===== config.mk =====
export PLATFORM = sky130hd
export DESIGN_NAME = chacha_block_serialiser
export DESIGN_NICKNAME = d
export VERILOG_FILES = /design/src/rtl/chacha_pkg.sv /design/src/rtl/chacha_byte_select.sv /design/src/rtl/chacha_block_serialiser.sv
export SDC_FILE = /design/constraint.sdc
export NUM_CORES = 1
export LEC_CHECK = 0
export CAP_MARGIN = 0
export CORE_MARGIN = 8
export CORE_UTILIZATION = 43
export CTS_BUF_LIST = sky130_fd_sc_hd__clkbuf_8
export CTS_CLUSTER_DIAMETER = 40
export CTS_CLUSTER_SIZE = 28
export DETAILED_ROUTE_END_ITERATION = 12
export GPL_ROUTABILITY_DRIVEN = 0
export HOLD_SLACK_MARGIN = 0.02
export MAX_ROUTING_LAYER = met4
export PLACE_DENSITY = 0.7
export SETUP_SLACK_MARGIN = 0.4
export SLEW_MARGIN = 10
export SYNTH_ARGS = -nofsm -noshare
export SYNTH_HDL_FRONTEND = slang
export SYNTH_SLANG_ARGS = --single-unit

===== constraint.sdc =====
create_clock -name clk -period 20.9 [get_ports clk]
set_input_delay 4.18 -clock clk [delete_from_list [all_inputs] [get_ports clk]]
set_output_delay 4.18 -clock clk [all_outputs]
set_load 0.02 [all_outputs]

===== src/rtl/chacha_pkg.sv =====
// chacha_pkg: shared ChaCha block constants, state-matrix type and serialiser FSM encoding.
// Latency: n/a (types and constants only).
// Backpressure: n/a.
package chacha_pkg;

    localparam int CHACHA_WORD_SIZE   = 32;
    localparam int CHACHA_NUM_WORDS   = 16;
    localparam int CHACHA_BLOCK_BYTES = 64;

    // One ChaCha20 output state, word 0 first.
    typedef logic [CHACHA_WORD_SIZE-1:0] chacha_matrix_t [0:CHACHA_NUM_WORDS-1];

    typedef enum logic {
        IDLE   = 1'b0,
        STREAM = 1'b1
    } ser_state_e;

endpackage


===== src/rtl/chacha_byte_select.sv =====
// chacha_byte_select: picks one output byte from a state matrix, little-endian within each word.
// Latency: purely combinational.
// Backpressure: none; the caller holds the index stable while stalled.
module chacha_byte_select #(
    parameter int WORD_SIZE = 32,
    parameter int DATA_SIZE = 8,
    parameter int NUM_WORDS = 16,
    parameter int IDX_W     = 6
)(
    input  logic [WORD_SIZE-1:0] i_matrix [0:NUM_WORDS-1],
    input  logic [IDX_W-1:0]     i_idx,
    output logic [DATA_SIZE-1:0] o_byte
);

    // Lanes per word must be a power of two so the index splits cleanly into word/lane fields.
    localparam int LANES  = WORD_SIZE / DATA_SIZE;
    localparam int LANE_W = $clog2(LANES);

    logic [IDX_W-LANE_W-1:0]           w_word;
    logic [LANE_W-1:0]                 w_lane;
    logic [LANES-1:0][DATA_SIZE-1:0]   w_lanes;

    assign w_word  = i_idx[IDX_W-1:LANE_W];
    assign w_lane  = i_idx[LANE_W-1:0];
    assign w_lanes = i_matrix[w_word];

    // Lane 0 is the least significant byte of the word, so it goes out first.
    always_comb begin
        o_byte = w_lanes[w_lane];
    end

endmodule


===== src/rtl/chacha_block_serialiser.sv =====
// chacha_block_serialiser: captures a 16x32 ChaCha state and streams it as 64 little-endian bytes.
// Latency: byte 0 valid the cycle after acceptance; one byte per cycle while data_ready is high.
// Backpressure: data_out/data_last held while stalled; CHACHA_SERIALISER_DOUBLE_BUF_EN adds a pending buffer for gapless blocks.
module chacha_block_serialiser
    import chacha_pkg::*;
#(
    parameter int WORD_SIZE = CHACHA_WORD_SIZE,
    parameter int DATA_SIZE = 8,
    parameter int NUM_WORDS = CHACHA_NUM_WORDS
)(
    input  logic                 clk,
    input  logic                 rst,
    input  logic [WORD_SIZE-1:0] matrix_in [0:NUM_WORDS-1],
    input  logic                 matrix_valid,
    output logic                 matrix_ready,
    output logic [DATA_SIZE-1:0] data_out,
    output logic                 data_valid,
    input  logic                 data_ready,
    output logic                 data_last,
    output logic [15:0]          block_count
);

    localparam int BLOCK_BYTES = NUM_WORDS * (WORD_SIZE / DATA_SIZE);
    localparam int IDX_W       = $clog2(BLOCK_BYTES);
    localparam logic [IDX_W-1:0] LAST_IDX   = IDX_W'(BLOCK_BYTES - 1);
    localparam logic [IDX_W-1:0] PENULT_IDX = IDX_W'(BLOCK_BYTES - 2);

    ser_state_e           r_state;
    logic [IDX_W-1:0]     r_byte_idx;
    logic [WORD_SIZE-1:0] r_active [0:NUM_WORDS-1];
    logic                 r_data_valid;
    logic                 r_data_last;
    logic [15:0]          r_block_count;

`ifdef CHACHA_SERIALISER_DOUBLE_BUF_EN
    logic [WORD_SIZE-1:0] r_pending [0:NUM_WORDS-1];
    logic                 r_pending_full;
`endif

    logic w_accept;
    logic w_xfer;

    // Ready depends only on registered state so data_ready never reaches matrix_ready.
`ifdef CHACHA_SERIALISER_DOUBLE_BUF_EN
    assign matrix_ready = !r_pending_full;
`else
    assign matrix_ready = (r_state == IDLE);
`endif

    assign w_accept    = matrix_valid && matrix_ready;
    assign w_xfer      = r_data_valid && data_ready;
    assign data_valid  = r_data_valid;
    assign data_last   = r_data_last;
    assign block_count = r_block_count;

    chacha_byte_select #(
        .WORD_SIZE (WORD_SIZE),
        .DATA_SIZE (DATA_SIZE),
        .NUM_WORDS (NUM_WORDS),
        .IDX_W     (IDX_W)
    ) u_byte_select (
        .i_matrix (r_active),
        .i_idx    (r_byte_idx),
        .o_byte   (data_out)
    );

    // Serialiser FSM: capture a matrix, walk the byte index on each transfer, count finished blocks.
    always_ff @(posedge clk or posedge rst) begin
        if (rst) begin
            r_state       <= IDLE;
            r_byte_idx    <= '0;
            r_data_valid  <= 1'b0;
            r_data_last   <= 1'b0;
            r_block_count <= '0;
            for (int i = 0; i < NUM_WORDS; i++) begin
                r_active[i] <= '0;
            end
`ifdef CHACHA_SERIALISER_DOUBLE_BUF_EN
            r_pending_full <= 1'b0;
            for (int i = 0; i < NUM_WORDS; i++) begin
                r_pending[i] <= '0;
            end
`endif
        end else begin
            case (r_state)
                IDLE: begin
`ifdef CHACHA_SERIALISER_DOUBLE_BUF_EN
                    // A matrix parked on the final-byte edge is promoted before new input is taken.
                    if (r_pending_full) begin
                        r_active       <= r_pending;
                        r_pending_full <= 1'b0;
                        r_state        <= STREAM;
                        r_byte_idx     <= '0;
                        r_data_valid   <= 1'b1;
                        r_data_last    <= 1'b0;
                    end else if (w_accept) begin
`else
                    if (w_accept) begin
`endif
                        r_active     <= matrix_in;
                        r_state      <= STREAM;
                        r_byte_idx   <= '0;
                        r_data_valid <= 1'b1;
                        r_data_last  <= 1'b0;
                    end
                end

                STREAM: begin
`ifdef CHACHA_SERIALISER_DOUBLE_BUF_EN
                    // Matrices arriving mid-block wait in the pending buffer.
                    if (w_accept) begin
                        r_pending      <= matrix_in;
                        r_pending_full <= 1'b1;
                    end
`endif
                    if (w_xfer) begin
                        if (r_byte_idx == LAST_IDX) begin
                            r_block_count <= r_block_count + 16'd1;
                            r_byte_idx    <= '0;
                            r_data_last   <= 1'b0;
`ifdef CHACHA_SERIALISER_DOUBLE_BUF_EN
                            if (r_pending_full) begin
                                r_active       <= r_pending;
                                r_pending_full <= 1'b0;
                            end else
`endif
                            begin
                                r_state      <= IDLE;
                                r_data_valid <= 1'b0;
                            end
                        end else begin
                            r_byte_idx  <= r_byte_idx + 1'b1;
                            r_data_last <= (r_byte_idx == PENULT_IDX);
                        end
                    end
                end

                default: begin
                    r_state      <= IDLE;
                    r_data_valid <= 1'b0;
                    r_data_last  <= 1'b0;
                end
            endcase
        end
    end

endmodule


### Word level (Yosys, flattened, before mapping)

Cells that the tools add are included.

| word-level totals | value |
|---|---|
| bits in registers | 537 |
| input bits | 516 |
| output and inout bits | 27 |

| operators by class | value |
|---|---|
| add/subtract/negate cells | 2 |
| $lt $le $gt $ge | 2 |
| equal/unequal tests | 5 |
| multiplexer cells | 21 |
| bitwise logic cells | 2 |
| reductions and logical operators | 6 |

Operators with widths:

| cell | number |
|---|---|
| 32-bit binary-select mux with 4-bit select | 1 |
| 32-bit two-way mux | 2 |
| 6-bit two-way mux | 3 |
| 16-bit by 1-bit adder with 16-bit output (second input constant) | 1 |
| 8-bit binary-select mux with 2-bit select | 1 |
| 6-bit == test (second input constant) | 2 |
| 6-bit case mux with 2 select lines | 1 |
| 1-bit two-way mux | 9 |
| 8-bit two-way mux | 1 |
| 6-bit by 1-bit adder with 6-bit output (second input constant) | 1 |
| 2-bit by 1-bit inequality test with 1-bit output (second input constant) | 3 |
| 1-bit case mux with 2 select lines | 3 |
| 3-bit AND reduction | 2 |
| 5-bit greater-or-equal comparator (second input constant) | 1 |
| 4-bit NOT with 5-bit output | 1 |
| 2-bit AND reduction | 2 |
| 2-bit by 3-bit less-than comparator with 1-bit output (second input constant) | 1 |
| 1-bit logical AND | 2 |
| 1-bit NOT | 1 |

### Logic depth before layout (Yosys ltp)

| logic depth | value |
|---|---|
| depth in word-level cells | 6 |
| gate-level depth with buffers | 9 |

### Cells and area by module

A second synthesis with hierarchy kept.

| unflattened totals | value |
|---|---|
| cell total of the unflattened synthesis | 2,600 |
| area, all modules | 24,538.5 µm² |

Modules (own cells, without submodules):

| module | times used | cells each | area an instance (µm²) | sequential area each (µm²) |
|---|---|---|---|---|
| chacha_block_serialiser | 1 | 2,276 | 20,342.0 | 13,437.9 |
| chacha_byte_select | 1 | 324 | 4,196.5 | 0.0 |

### Worst setup path after synthesis

Ideal clock, no wire load.

| timing path | value |
|---|---|
| path type | reg2out |
| start | register r_byte_idx[2] |
| end | output port data_out[6] |
| arrival time | 1,909 ps |
| path slack | 14,811 ps |
| cell stages (with the launch flop) | 8 |
| path through | dfrtp_1 > buf_6 > buf_2 > mux4_2 > a221oi_1 > o21ai_0 > o31ai_1 > nand2_1 |

| on the way | value |
|---|---|
| longest elaborated chain between the ends | 6 |

Ends and longest elaborated chain:

| item | RTL line | source |
|---|---|---|
| from (decl) | chacha_block_serialiser.sv:29 | `logic [IDX_W-1:0] r_byte_idx;` |
| from (signal assigned) | chacha_block_serialiser.sv:132 | `r_byte_idx <= r_byte_idx + 1'b1;` |
| 4-bit NOT with 5-bit output (implied by the code) | chacha_byte_select.sv:25 | `assign w_lanes = i_matrix[w_word];` |
| 32-bit binary-select mux with 4-bit select | chacha_byte_select.sv:25 |  |
| 32-bit two-way mux (implied by the code) (2 in a row) | chacha_byte_select.sv:25 |  |
| 8-bit binary-select mux with 2-bit select | chacha_byte_select.sv:29 | `o_byte = w_lanes[w_lane];` |
| 8-bit two-way mux (implied by the code) | chacha_byte_select.sv:29 |  |
| to (decl) | chacha_block_serialiser.sv:16 | `output logic [DATA_SIZE-1:0] data_out,` |

No other way between the ends. The select of a mux whose other input is x is not followed.

### Worst setup path after layout

| timing path | value |
|---|---|
| start | register r_byte_idx[2] |
| end | output port data_out[4] |

The elaborated chain is that of the path after synthesis.

==> results.cfg <==
[timing]
finalSetupViolations = 0
fin_crit_ns = 9.17
grt_setup_unrepaired = no
tns_ns = 0
maxSlewHeadroom = 0.188
fmax_ghz = 0.109
hold_viol = 0
fin_crit_sh = 0.439
fin_hold_ws_ns = 0.473
finClkSkew_ns = 0.0362
worst_slew_pin_slew_ns = 1.22
slew_viol_final = 0

[die]
die_y_um = 254
start_util = 0.434
io_pins = 543
rows = 87
die_area_sq_mm = 0.0647
core_sq_mm = 0.0563
die_w_um = 254

[cts]
cts_resized = 0
cts_root_buffer = clkbuf_8
cts_tree = done
hold_buffers = 0
cts.clk_slew.worst_paths_ns = 0.08
post-cts-setup-buffers = 0
clockBufferDepth = 3
clk_latency_ns = 0.65
numCtsBuffers = 74
clock_sinks = 537
h-tree-depth = 3

[layout]
drive_gt1_frac = 0.0896
final_common_cell = nand2_1
fin_nets = 3607
layout_common_cells = nand2_1, clkdlybuf4s50_1, dfrtp_1
postLayoutCellArea_sq_mm = 0.0321
synthToLayoutAreaGrowth_pct = 31.3
fill_cells = 4878

[yosys]
synth_top_family_by_area = simple AND/OR/NAND/NOR gates
ys_seq_area_frac = 0.550
ys_types = 42
ys_ff_latch = 537
synth_mux_area_frac = 0.134
synthCells = 2617
syn_area_per_cell_sq_um = 9.33
synth.cell_area_sq_mm = 0.0244
synth_compound_area_frac = 0.0224
synth_xor_area_frac = 0.00574
synth_nets = 3136
ys_warn_count = 0
synthAdderAreaFrac = 0.00154
yosys.area_share.simple = 0.254

[grt]
grt_max_degree = 249
grt_use_total = 0.264
overflow = 0
grt_pass1_vias = 21000
grt_pass1_wl_um = 127000
antenna_found_initial = 9

[power_and_ir_drop]
ir_drop_mv = 0.0391
leakage_uw = 0.0157
p_sw_frac = 0.251
p_sw_uw = 584
power.share.clock = 0.419
p_comb_frac = 0.099
p_seq_frac = 0.482
internal_power_uw = 1740
powerDensity_mw_per_mm2 = 72.6

[critical_path]
reg2reg_slack_ns = 17.53
start_kind = flip-flop
path_max_fanout = 49
crit_start = r_byte_idx[2]
required_ns = 16.72
critPathCaptureType = primary output
crit_type = reg2out
timing.rr.start = r_state
crit_arrival_ns = 4.99

[min_path]
worstHoldStart = block_count[15]
hp-class = reg2reg

[drt]
routed_wirelength_um = 84400
viasPerCell = 5.20
ant_nets = 0
wl_per_cell_um = 21.6
drtPass1Iterations = 5
drc = 0
num_vias = 20300
drt_iter0_drc = 1750

[placement]
dp_hpwl_um = 62400
place_area_sq_mm = 0.0303
port_buffers = 542

[outcome]
status = complete, no violations

[flow_run]
maxCapViolCount = 0
-- sequential cells by signal (all words and copies together) (netlist names) --
name / cells
r_active: 512
block_count: 16
r_byte_idx: 6
data_last: 1
data_valid: 1
r_state: 1
-- power by group through the flow --
stage / logic, uW / clock network [uW] / registers (uW)
after floorplan: 94.2 / 0 / 1130
after global placement: 228 / 0 / 1140
after detailed placement: 232 / 0 / 1140
after CTS: 234 / 994 / 1120
after global routing: 252 / 1040 / 1130
final: 231 / 976 / 1120
-- worst paths after layout --
kind,endpoint,cells after the start
max in group asynchronous,r_byte_idx[4],5
min reg2reg,block_count[15],1
min,block_count[15],1
max,data_out[4],7
min in group asynchronous,r_active[339],2
max reg2reg,r_active[415],6
-- layout make-up --
type,instances,area [sq um],area share
diodes,11,27.5,0.000858
clock buffers,78,1070,0.0335
clock inverters,56,713,0.0222
inverters,7,33.8,0.00105
multi-input cells,1909,10200,0.319
flip-flops and latches,537,13400,0.419
well taps,756,946,0.0295
repair buffers,559,5590,0.174
-- cell families after synthesis --
kind of cell,after synthesis
mux,181
flops,537
fa+ha+maj,3
buf+inv,171
compound gates,79
xor+xnor,16
simple gates,1630
-- routing by layer --
layer / share of wire / vias to the layer above / track usage
met5: 0 / - / -
met4: 0.030 / 0 / 0.0876
met3: 0.080 / 119 / 0.0603
met2: 0.47 / 863 / 0.402
met1: 0.42 / 10000 / 0.350
li1: - / 9352 / -
-- critical path: stages, from the launching register on --
cell and delay [ns]:
dfrtp_4 0.96, buf_4 0.80, mux4_2 0.61, mux2i_1 0.28
nor2_1 0.10, o31ai_1 0.47, o21ai_1 0.36, clkdlybuf4s50_1 0.64
-- metrics by stage --
stage               power (uW)  setup WS (ns)  cells   util
finish                    2330          11.73   3913  0.570
global route              2420          11.47   3911  0.570
CTS                       2350          11.55   3902  0.569
detailed placement        1370          12.24   3768  0.538
global placement          1370          12.28   3768  0.538
floorplan                 1220           1.71   2617      -
-- synthesized netlist by cell type --
library cell / n / area [sq um]
buf_8: 1 / 15.0
buf_1: 9 / 33.8
xor2_1: 6 / 52.6
clkbuf_1: 119 / 447
nand3_1: 8 / 40.0
nand2_1: 1561 / 5860
nor3_1: 3 / 15.0
mux2_2: 12 / 135
clkinv_1: 1 / 3.75
o311a_1: 1 / 10.0
mux4_2: 116 / 2610
or2_2: 2 / 12.5
nand2b_1: 7 / 43.8
and2_1: 2 / 12.5
a41o_1: 1 / 10.0
ha_1: 3 / 37.5
nand4b_1: 1 / 8.76
a211oi_1: 7 / 52.6
buf_4: 8 / 60.1
nor2b_1: 4 / 25.0
nor4_1: 1 / 6.26
and4_1: 3 / 26.3
nand4_1: 6 / 37.5
nor2_1: 30 / 113
a22o_1: 1 / 8.76
buf_6: 7 / 78.8
o22ai_1: 7 / 43.8
a21o_1: 1 / 7.51
a31oi_1: 3 / 18.8
and3_1: 2 / 12.5
a21oi_1: 4 / 20.0
mux2i_1: 53 / 531
a221oi_1: 17 / 149
o31ai_1: 14 / 105
xnor2_1: 10 / 87.6
buf_2: 20 / 100
o2111ai_1: 1 / 8.76
o2bb2ai_1: 1 / 8.76
o21ai_0: 19 / 95.1
o21ai_1: 2 / 10.0
inv_1: 6 / 22.5
dfrtp_1: 537 / 13400
Note: power is estimated with default switching activity, not from simulation.
